==> config.mk <==
export PLATFORM = sky130hd
export DESIGN_NAME = dac_spi_tx
export DESIGN_NICKNAME = d
export VERILOG_FILES = /design/src/rtl/dac_spi_tx_pkg.sv /design/src/rtl/dac_spi_tx_sck_divider.sv /design/src/rtl/dac_spi_tx.sv
export SDC_FILE = /design/constraint.sdc
export NUM_CORES = 1
export LEC_CHECK = 0
export ABC_AREA = 1
export BUFFER_PORTS_ARGS = -buffer_cell sky130_fd_sc_hd__buf_2
export CORE_ASPECT_RATIO = 1.4
export CORE_UTILIZATION = 52
export CTS_CLUSTER_DIAMETER = 30
export CTS_CLUSTER_SIZE = 25
export DETAILED_ROUTE_END_ITERATION = 8
export GPL_ROUTABILITY_DRIVEN = 0
export PLACE_DENSITY = 0.83
export SLEW_MARGIN = 40
export SYNTH_ARGS = -nofsm -noshare
export SYNTH_HDL_FRONTEND = slang
export SYNTH_SLANG_ARGS = --single-unit
==> constraint.sdc <==
create_clock -name sysclk -period 1.8 [get_ports sysclk]
set_clock_uncertainty 0.15 [all_clocks]
set_input_delay 0.18 -clock sysclk [delete_from_list [all_inputs] [get_ports sysclk]]
set_output_delay 0.18 -clock sysclk [all_outputs]
set_load 0.1 [all_outputs]
==> src/rtl/dac_spi_tx_pkg.sv <==
// Shared definitions for the MCP4911-class DAC serialiser: FSM states,
// frame geometry, default configuration nibble and the frame builder.
package dac_spi_tx_pkg;

  typedef enum logic [1:0] {
    ST_IDLE  = 2'd0,
    ST_SHIFT = 2'd1,
    ST_LATCH = 2'd2,
    ST_DONE  = 2'd3
  } state_t;

  localparam int FRAME_W = 16;
  localparam int DATA_W  = 10;

  // write=0, BUF=0, GA=1 (1x gain), SHDN=1 (output active)
  localparam logic [3:0] CFG_BITS_DEF = 4'b0011;

  // Index of the final SCK half-period in a 16-bit frame (32 half-periods).
  localparam logic [4:0] LAST_HALF = 5'd31;

  // Command word: config nibble, DAC code, two don't-care LSBs sent as 0.
  function automatic logic [FRAME_W-1:0] build_frame(input logic [3:0]        cfg,
                                                     input logic [DATA_W-1:0] code);
    return {cfg, code, 2'b00};
  endfunction

endpackage

==> src/rtl/dac_spi_tx_sck_divider.sv <==
// Half-period tick generator: o_tick is high for one cycle at the end of
// every CLK_DIV enabled cycles. Clearing returns the count to zero.
module sck_divider #(
  parameter int CLK_DIV = 25
) (
  input  logic i_clk,
  input  logic i_rst_n,
  input  logic i_en,
  input  logic i_clr,
  output logic o_tick
);

  localparam int              CW   = $clog2(CLK_DIV);
  localparam logic [CW-1:0]   TERM = CW'(CLK_DIV - 1);

  logic [CW-1:0] r_cnt;

  // Count enabled cycles, wrapping at the terminal count.
  always_ff @(posedge i_clk) begin
    if (!i_rst_n || i_clr) begin
      r_cnt <= '0;
    end else if (i_en) begin
      r_cnt <= (r_cnt == TERM) ? '0 : r_cnt + 1'b1;
    end
  end

  assign o_tick = i_en && (r_cnt == TERM);

endmodule

==> src/rtl/dac_spi_tx.sv <==
// Serialises 10-bit DAC codes into 16-bit SPI write frames (mode 0,0),
// then pulses LDAC. A one-deep pending register holds a sample that
// arrives while a frame is in flight; a newer sample replaces it.
module dac_spi_tx
  import dac_spi_tx_pkg::*;
#(
  parameter int         CLK_DIV  = 25,
  parameter logic [3:0] CFG_BITS = CFG_BITS_DEF
) (
  input  logic              sysclk,
  input  logic              rst_n,
  input  logic              load,
  input  logic [DATA_W-1:0] data_in,
  output logic              busy,
  output logic              done,
  output logic              overrun,
  output logic              dac_cs,
  output logic              dac_sck,
  output logic              dac_sdi,
  output logic              dac_ld
);

  state_t             r_state,  w_state;
  logic [FRAME_W-1:0] r_shift,  w_shift;
  logic [4:0]         r_hcnt,   w_hcnt;
  logic               r_pend_vld, w_pend_vld;
  logic [DATA_W-1:0]  r_pend,   w_pend;
  logic               r_ovr,    w_ovr;
  logic               r_sck,    w_sck;
  logic               r_sdi,    w_sdi;
  logic               r_busy, r_done, r_cs, r_ld;

  logic               w_div_en;
  logic               w_tick;
  logic               w_start;
  logic [DATA_W-1:0]  w_start_data;

  // The divider times both the SCK half-periods and the LDAC low pulse.
  assign w_div_en = (r_state == ST_SHIFT) || (r_state == ST_LATCH);

  sck_divider #(
    .CLK_DIV (CLK_DIV)
  ) u_div (
    .i_clk   (sysclk),
    .i_rst_n (rst_n),
    .i_en    (w_div_en),
    .i_clr   (!w_div_en),
    .o_tick  (w_tick)
  );

  // Next-state, pending-register and serial-pin decisions.
  always_comb begin
    w_state      = r_state;
    w_shift      = r_shift;
    w_hcnt       = r_hcnt;
    w_pend_vld   = r_pend_vld;
    w_pend       = r_pend;
    w_ovr        = 1'b0;
    w_sck        = r_sck;
    w_sdi        = r_sdi;
    w_start      = 1'b0;
    w_start_data = data_in;

    // While a frame is active, a new sample is parked; replacing a parked one flags overrun.
    if ((r_state != ST_IDLE) && load) begin
      w_pend     = data_in;
      w_pend_vld = 1'b1;
      w_ovr      = r_pend_vld;
    end

    case (r_state)
      ST_IDLE: begin
        if (load) begin
          w_start      = 1'b1;
          w_start_data = data_in;
        end else if (r_pend_vld) begin
          w_start      = 1'b1;
          w_start_data = r_pend;
        end
      end
      ST_SHIFT: begin
        if (w_tick) begin
          w_hcnt = r_hcnt + 5'd1;
          if (!r_sck) begin
            w_sck = 1'b1;
          end else begin
            // Falling edge: present the next bit for the DAC's next rising-edge sample.
            w_sck   = 1'b0;
            w_shift = r_shift << 1;
            w_sdi   = r_shift[FRAME_W-2];
            if (r_hcnt == LAST_HALF) begin
              w_sdi   = 1'b0;
              w_hcnt  = 5'd0;
              w_state = ST_LATCH;
            end
          end
        end
      end
      ST_LATCH: begin
        if (w_tick) begin
          w_state = ST_DONE;
        end
      end
      ST_DONE: begin
        // A sample loaded in this very cycle is newer than anything parked.
        if (load) begin
          w_start      = 1'b1;
          w_start_data = data_in;
        end else if (r_pend_vld) begin
          w_start      = 1'b1;
          w_start_data = r_pend;
        end else begin
          w_state = ST_IDLE;
        end
      end
    endcase

    if (w_start) begin
      w_state    = ST_SHIFT;
      w_shift    = build_frame(CFG_BITS, w_start_data);
      w_sdi      = CFG_BITS[3];
      w_sck      = 1'b0;
      w_hcnt     = 5'd0;
      w_pend_vld = 1'b0;
    end
  end

  // Control state and registered pins; reset aborts any frame on the next edge.
  always_ff @(posedge sysclk) begin
    if (!rst_n) begin
      r_state    <= ST_IDLE;
      r_hcnt     <= 5'd0;
      r_pend_vld <= 1'b0;
      r_ovr      <= 1'b0;
      r_sck      <= 1'b0;
      r_sdi      <= 1'b0;
      r_busy     <= 1'b0;
      r_done     <= 1'b0;
      r_cs       <= 1'b1;
      r_ld       <= 1'b1;
    end else begin
      r_state    <= w_state;
      r_hcnt     <= w_hcnt;
      r_pend_vld <= w_pend_vld;
      r_ovr      <= w_ovr;
      r_sck      <= w_sck;
      r_sdi      <= w_sdi;
      r_busy     <= (w_state != ST_IDLE);
      r_done     <= (w_state == ST_DONE);
      r_cs       <= (w_state != ST_SHIFT);
      r_ld       <= (w_state != ST_LATCH);
    end
  end

  // Frame and parked-sample data; qualified by state and r_pend_vld, so never reset.
  always_ff @(posedge sysclk) begin
    r_shift <= w_shift;
    r_pend  <= w_pend;
  end

  assign busy    = r_busy;
  assign done    = r_done;
  assign overrun = r_ovr;
  assign dac_cs  = r_cs;
  assign dac_sck = r_sck;
  assign dac_sdi = r_sdi;
  assign dac_ld  = r_ld;

endmodule

==> results of run 1 <==
worst max-delay path, delay by kind of cell (launching register included):
family,cells,cell delay [ps]
fa+ha+maj,2,330
flops,1,370
buf+inv,2,120
simple gates,9,690
Yosys cell counts:
cell type,number
buf_4,1
nor2_1,19
inv_2,6
nor2_8,1
nor3_1,2
o21ai_0,9
nand2_1,45
o21ai_2,1
o21ai_1,2
nand2_4,3
ha_1,8
nor3b_1,1
clkinv_2,1
o22ai_1,1
nand3_1,8
nand3_2,1
o21a_1,1
a21oi_1,16
dfxtp_1,23
edfxtp_1,20
xnor2_1,1
buf_2,1
a21oi_2,2
nor2_4,1
clkbuf_2,1
nand2_2,2
nand4_1,3
inv_1,31
a211oi_1,1
a31oi_1,1
buf_6,1
xor2_1,2
report_power, final:
part / internal, mW / switching (mW) / total, mW / leakage, nW
clock network: 0.271 / 0.321 / 0.592 / 0.0412
logic: 0.0913 / 0.172 / 0.263 / 0.658
registers: 1.08 / 0.0154 / 1.09 / 0.378
worst max path at each step:
stage	start	end	slack, ps	cells past startpoint
final	r_hcnt[0]$_SDFFE_PP0P_	dac_ld$_SDFF_PN1_	40	13
after global routing	r_hcnt[0]$_SDFFE_PP0P_	dac_ld$_SDFF_PN1_	-70	13
after CTS	r_hcnt[0]$_SDFFE_PP0P_	dac_ld$_SDFF_PN1_	0.3	13
after detailed placement	r_hcnt[0]$_SDFFE_PP0P_	dac_ld$_SDFF_PN1_	-30	13
after global placement	r_hcnt[0]$_SDFFE_PP0P_	dac_ld$_SDFF_PN1_	-2	13
after floorplan	r_state[0]$_SDFF_PN0_	r_shift[11]$_DFFE_PP_	4	8
repair_timing:
item                                   CTS  global route
resized for setup                        3            16
setup endpoints to repair                1            29
endpoints found under the hold margin   11             0
hold buffers                            11             0
pin swaps                                0             2
cloned                                   0             1
per-layer routing:
metal  global-route usage, %  vias to the layer above
met5                       0                        -
met3                   5.317                        7
met2                   40.05                       31
met4                   10.82                        0
li1                        -                      779
met1                   19.43                      715
registers in the layout, summed over array words and instances, names as in the netlist:
signal / cells
r_pend_vld: 1
overrun: 1
busy: 1
dac_sdi: 1
r_hcnt: 5
r_state: 2
r_pend: 10
dac_ld: 1
r_shift: 13
dac_cs: 1
u_div.r_cnt: 5
done: 1
dac_sck: 1
area by class of cell:
cell class                 count  area, sq um
tap                           42        52.55
multi-input combinational    132        784.5
clock buffer                   6        72.57
inverter                      38        146.4
sequential                    43         1067
timing repair buffer          38        265.3
clock inverter                 2        12.51
fill                         285         1210
kinds of logic (layout without fill, tap and decap cells):
group,count (synthesis),after routing,synth area share [%]
AND/OR/NAND/NOR,86,87,20.69
adder cells (fa/ha/maj),8,8,5.125
AO/OA/AOI/OAI,34,34,9.674
buffers and inverters,42,84,8.840
XOR/XNOR,3,3,1.346
flip-flops,43,43,54.32
==> out/summary.txt, run 1 <==
Outcome - complete, no violations
Total track usage - 21.01%
Critical Path Max Stage Delay - 370 ps
Core Util, Final - 66.49%
Reg2Reg Depth - 13
VDD IR max - 0.6199 mV
Initial Util - 54.09%
Commonest non-fill, non-tap cell in the layout - nand2_1
Wire length on met3 - 175 um
Crit path capture type - flip-flop
Post-synthesis sequential area ratio - 54.32%
Minimum clock period - 1756 ps
Most frequent CP cell - nand2_1
Layout Nets - 279
Hold Vio Cnt, Final - 0
DR pass1 iterations - 4
Largest net degree at the start of global routing - 24
Setup CP Type - reg2reg
DRC viols - 0
RR Startpoint - r_hcnt[0]$_SDFFE_PP0P_
TritonCTS buffer count - 5
Drt total wl - 3780 um
Initial drt markers - 32
Max clock buf depth - 2
Total Die Area - 0.004009 sq mm
Syn. warnings - 0
Placement Rows - 26
Min-Delay Path Class - in2reg
Dpl ws - -34.24 ps
Grt ovf - 0
Worst hold slack - 281.5 ps
Cell depth of the worst hold path - 4
Slew margin rel. - 67.28%
Post-Layout Cell Count - 301
Dpl cells - 281
Critical-path cell list - ha_4 > nand2_1 > nor2_1 > ha_2 > nand2_2 > inv_2 > nand4_1 > nand2_1 > nand2_1 > nand2_2 > nand2_4 > inv_2 > nand2_1
Unrepaired setup endpoints after global routing - true
FF-to-FF End - dac_ld$_SDFF_PN1_
Crit path launch type - flip-flop
Postcts setup bufs - 0
Vias - 1532
Hold EP - r_shift[2]$_SDFFCE_PN0P_
Crit share post-route - 97.57%
Fin area - 0.002401 sq mm
Total power - 1.950 mW
Setup WS post-layout - 43.78 ps
Cell Area, Placed - 0.002141 sq mm
Post-route ant nets - 0
Syn Area/Cell - 9.042 sq um
CTS root buf - clkbuf_8
Worst-margin pin slew - 494.2 ps
Die width - 53.80 um
Share of post-route cells with drive strength above 1 - 25.48%
Final HPWL DP - 2608 um
Area leader, netlist - edfxtp_1
Core Box Area - 0.003611 sq mm
Vias in the first global route - 1484
Yosys top cell area share - 30.75%
Setup Viol. Count Final - 0
# diodes - 0
Maxcap violations - 0
Area grow syn2layout - 22.93%
Worst EP required - 1840 ps
DRT met1 WL - 1426 um
Uppermost routed layer - met4
CTS clock-pin slew for the worst setup and hold paths - 80 ps
Syn Std Cell Area - 0.001953 sq mm
CTS tree - built
Flop2flop setup slack - 40 ps
CP max-delay cell - dfxtp_4
Setup TNS - 0 ps
Met2 routed wirelength - 2099 um
Area contributors post-synth - edfxtp_1 31%, dfxtp_1 24%, nand2_1 8.6%, inv_1 6.0%, ha_1 5.1%
Drt wl/cell - 12.56 um
Commonest non-fill, non-tap cells in the layout - 41 x nand2_1, 30 x inv_1, 20 x dfxtp_1, 20 x edfxtp_1, 19 x buf_2
Crit path DAT - 1800 ps
Max-slew violation count - 0
Worst-skew pair later-pin latency - 300 ps
Avg Vias per Cell - 5.090
Gate Count Post-Synth - 216
Initial antenna violation count - 0
Max Freq - 569.4 MHz
Leak Pwr - 1.077 nW
First-pass GRT wire length - 5885 um
I/O Pins - 20
Syn_nets - 237
Htree depth - 2
Die height - 74.52 um
I/O Buffers - 19
FF+latch count, synth - 43
Sink Count - 43
Highest net fanout along the worst path - 3
Power per cell area - 812.1 mW/mm^2
Hold path start - load
Post-synthesis cell type count - 32
(Power assumes the default switching activity.)
==> run 2: changes to the inputs <==
--- a/config.mk
+++ b/config.mk
@@ -13,6 +13,7 @@
 export CTS_CLUSTER_SIZE = 25
 export DETAILED_ROUTE_END_ITERATION = 8
 export GPL_ROUTABILITY_DRIVEN = 0
+export MAX_ROUTING_LAYER = met4
 export PLACE_DENSITY = 0.83
 export SLEW_MARGIN = 40
 export SYNTH_ARGS = -nofsm -noshare
==> run 2 against run 1 <==
  * Fmax hardly changed
  * Setup slack got worse by 1.4 ps
  * Register-to-register slack hardly changed
  * Die area stayed put
  * Final cell count unchanged
  * Sequential share of layout area stayed put
  * Combinational power hardly changed
  * Critical path depth did not move
  * Clock-buffer cell count stayed put
  * Critical path type unchanged
  * Largest power group unchanged
==> out/summary.txt, run 2 (synthesis results as in run 1) <==
Outcome - complete, no violations (unchanged)
Placement Rows - 26 (unchanged)
First-pass GRT wire length - 5892 um (was 5885 um)
Post-route ant nets - 0 (unchanged)
Minimum clock period - 1758 ps (was 1756 ps)
VDD IR max - 0.6198 mV (was 0.6199 mV)
Dpl ws - -34.24 ps (unchanged)
Min-Delay Path Class - in2reg (unchanged)
Worst-margin pin slew - 494.3 ps (was 494.2 ps)
Vias in the first global route - 1490 (was 1484)
Maxcap violations - 0 (unchanged)
Max clock buf depth - 2 (unchanged)
Die width - 53.80 um (unchanged)
I/O Pins - 20 (unchanged)
Worst EP required - 1840 ps (about the same)
CTS clock-pin slew for the worst setup and hold paths - 80 ps (about the same)
Max-slew violation count - 0 (unchanged)
Crit path capture type - flip-flop (unchanged)
Highest net fanout along the worst path - 3 (unchanged)
Setup WS post-layout - 42.39 ps (was 43.78 ps)
Final HPWL DP - 2608 um (unchanged)
Largest net degree at the start of global routing - 24 (unchanged)
Max reg flops - 13 (unchanged)
Critical Path Max Stage Delay - 370 ps (about the same)
Initial drt markers - 40 (was 32)
Initial antenna violation count - 0 (unchanged)
Crit share post-route - 97.64% (was 97.57%)
Sink Count - 43 (unchanged)
Setup CP Type - reg2reg (unchanged)
Total track usage - 21.66% (was 21.01%)
Worst hold slack - 280.0 ps (was 281.5 ps)
Area grow syn2layout - 22.93% (unchanged)
# diodes - 0 (unchanged)
Postcts setup bufs - 0 (unchanged)
Total Die Area - 0.004009 sq mm (unchanged)
Vias - 1536 (was 1532)
Crit path launch type - flip-flop (unchanged)
# fillers - 285 (unchanged)
Hold Vio Cnt, Final - 0 (unchanged)
Slew margin rel. - 67.27% (was 67.28%)
Leak Pwr - 1.077 nW (unchanged)
Critical-path cell list - ha_4 > nand2_1 > nor2_1 > ha_2 > nand2_2 > inv_2 > nand4_1 > nand2_1 > nand2_1 > nand2_2 > nand2_4 > inv_2 > nand2_1 (unchanged)
Dpl cells - 281 (unchanged)
Crit path DAT - 1800 ps (about the same)
Commonest non-fill, non-tap cells in the layout - 41 x nand2_1, 30 x inv_1, 20 x dfxtp_1, 20 x edfxtp_1, 19 x buf_2 (unchanged)
CTS tree - built (unchanged)
DR pass1 iterations - 4 (unchanged)
Grt ovf - 0 (unchanged)
Most frequent CP cell - nand2_1 (unchanged)
Biggest regs - r_shift x13, r_pend x10 (unchanged)
Drt total wl - 3757 um (was 3780 um)
Share of post-route cells with drive strength above 1 - 25.48% (unchanged)
I/O Buffers - 19 (unchanged)
Footprint of the multi-input gates - 784.5 sq um (unchanged)
Htree depth - 2 (unchanged)
Die height - 74.52 um (unchanged)
Drt wl/cell - 12.48 um (was 12.56 um)
Total power - 1.949 mW (was 1.950 mW)
Register area - 0.001067 sq mm (unchanged)
DRC viols - 0 (unchanged)
CTS root buf - clkbuf_8 (unchanged)
Unrepaired setup endpoints after global routing - true (unchanged)
CP max-delay cell - dfxtp_4 (unchanged)
Post-Layout Cell Count - 301 (unchanged)
Initial Util - 54.09% (unchanged)
Worst-skew pair later-pin latency - 290 ps (was 300 ps)
Top delay family on crit path - simple AND/OR/NAND/NOR gates (unchanged)
Commonest non-fill, non-tap cell in the layout - nand2_1 (unchanged)
Avg Vias per Cell - 5.103 (was 5.090)
CP Buf/Inv Count - 2 (unchanged)
Layout Nets - 279 (unchanged)
Max Freq - 569.0 MHz (was 569.4 MHz)
Core Box Area - 0.003611 sq mm (unchanged)
Power per cell area - 811.5 mW/mm^2 (was 812.1 mW/mm^2)
Setup Viol. Count Final - 0 (unchanged)
Biggest register - r_shift (unchanged)
Core Util, Final - 66.49% (unchanged)
TritonCTS buffer count - 5 (unchanged)
[run 2: path summary, 6_finish.rpt]
path                                       to                        start  slack, ps  cells past startpoint
setup / recovery            dac_ld$_SDFF_PN1_       r_hcnt[0]$_SDFFE_PP0P_         40                     13
hold / removal           r_shift[6]$_DFFE_PP_                         load        280                      5
setup reg to reg            dac_ld$_SDFF_PN1_       r_hcnt[0]$_SDFFE_PP0P_         40                     13
hold reg to reg   u_div.r_cnt[0]$_SDFFE_PP0N_  u_div.r_cnt[0]$_SDFFE_PP0N_        320                      1
[run 2: power breakdown]
group | internal (mW) | switching, mW | total [mW]
Sequential | 1.08 | 0.0156 | 1.09
Combinational | 0.0913 | 0.171 | 0.262
Clock | 0.271 | 0.320 | 0.591
Total | 1.44 | 0.507 | 1.95
[run 2: area by class of cell]
cell class,count,share of cell area (%)
inverter,38,6.097
multi-input combinational,132,32.67
timing repair buffer,38,11.05
tap,42,2.189
clock buffer,6,3.022
sequential,43,44.45
clock inverter,2,0.5211
[run 2: through the flow]
step	area (sq um)	setup TNS [ps]
2_1_floorplan	1971	0
3_3_place_gp	2141	-1.711
3_5_place_dp	2141	-34.24
4_1_cts	2342	0
5_1_grt	2401	-80.38
6_report	2401	0
[run 2: repair_timing]
action | in CTS | in global routing
hold buffers | 11 | 0
cloned | 0 | 1
hold endpoints to repair | 11 | 0
endpoints found under the setup margin | 1 | 29
resized for setup | 3 | 16
pin swaps | 0 | 2
[run 2: metal layers]
layer	up-vias	wire length [um]	GRT usage, %
met5	-	0	-
met4	0	85	10.82
met2	30	2082	40.05
li1	777	-	-
met1	720	1419	19.43
met3	9	169	5.317
[run 2: worst register-to-register path, delay by kind of cell, from the launching register on]
kind,cells,cell delay (ps)
simple gates,9,690
fa+ha+maj,2,330
flops,1,370
buf+inv,2,120
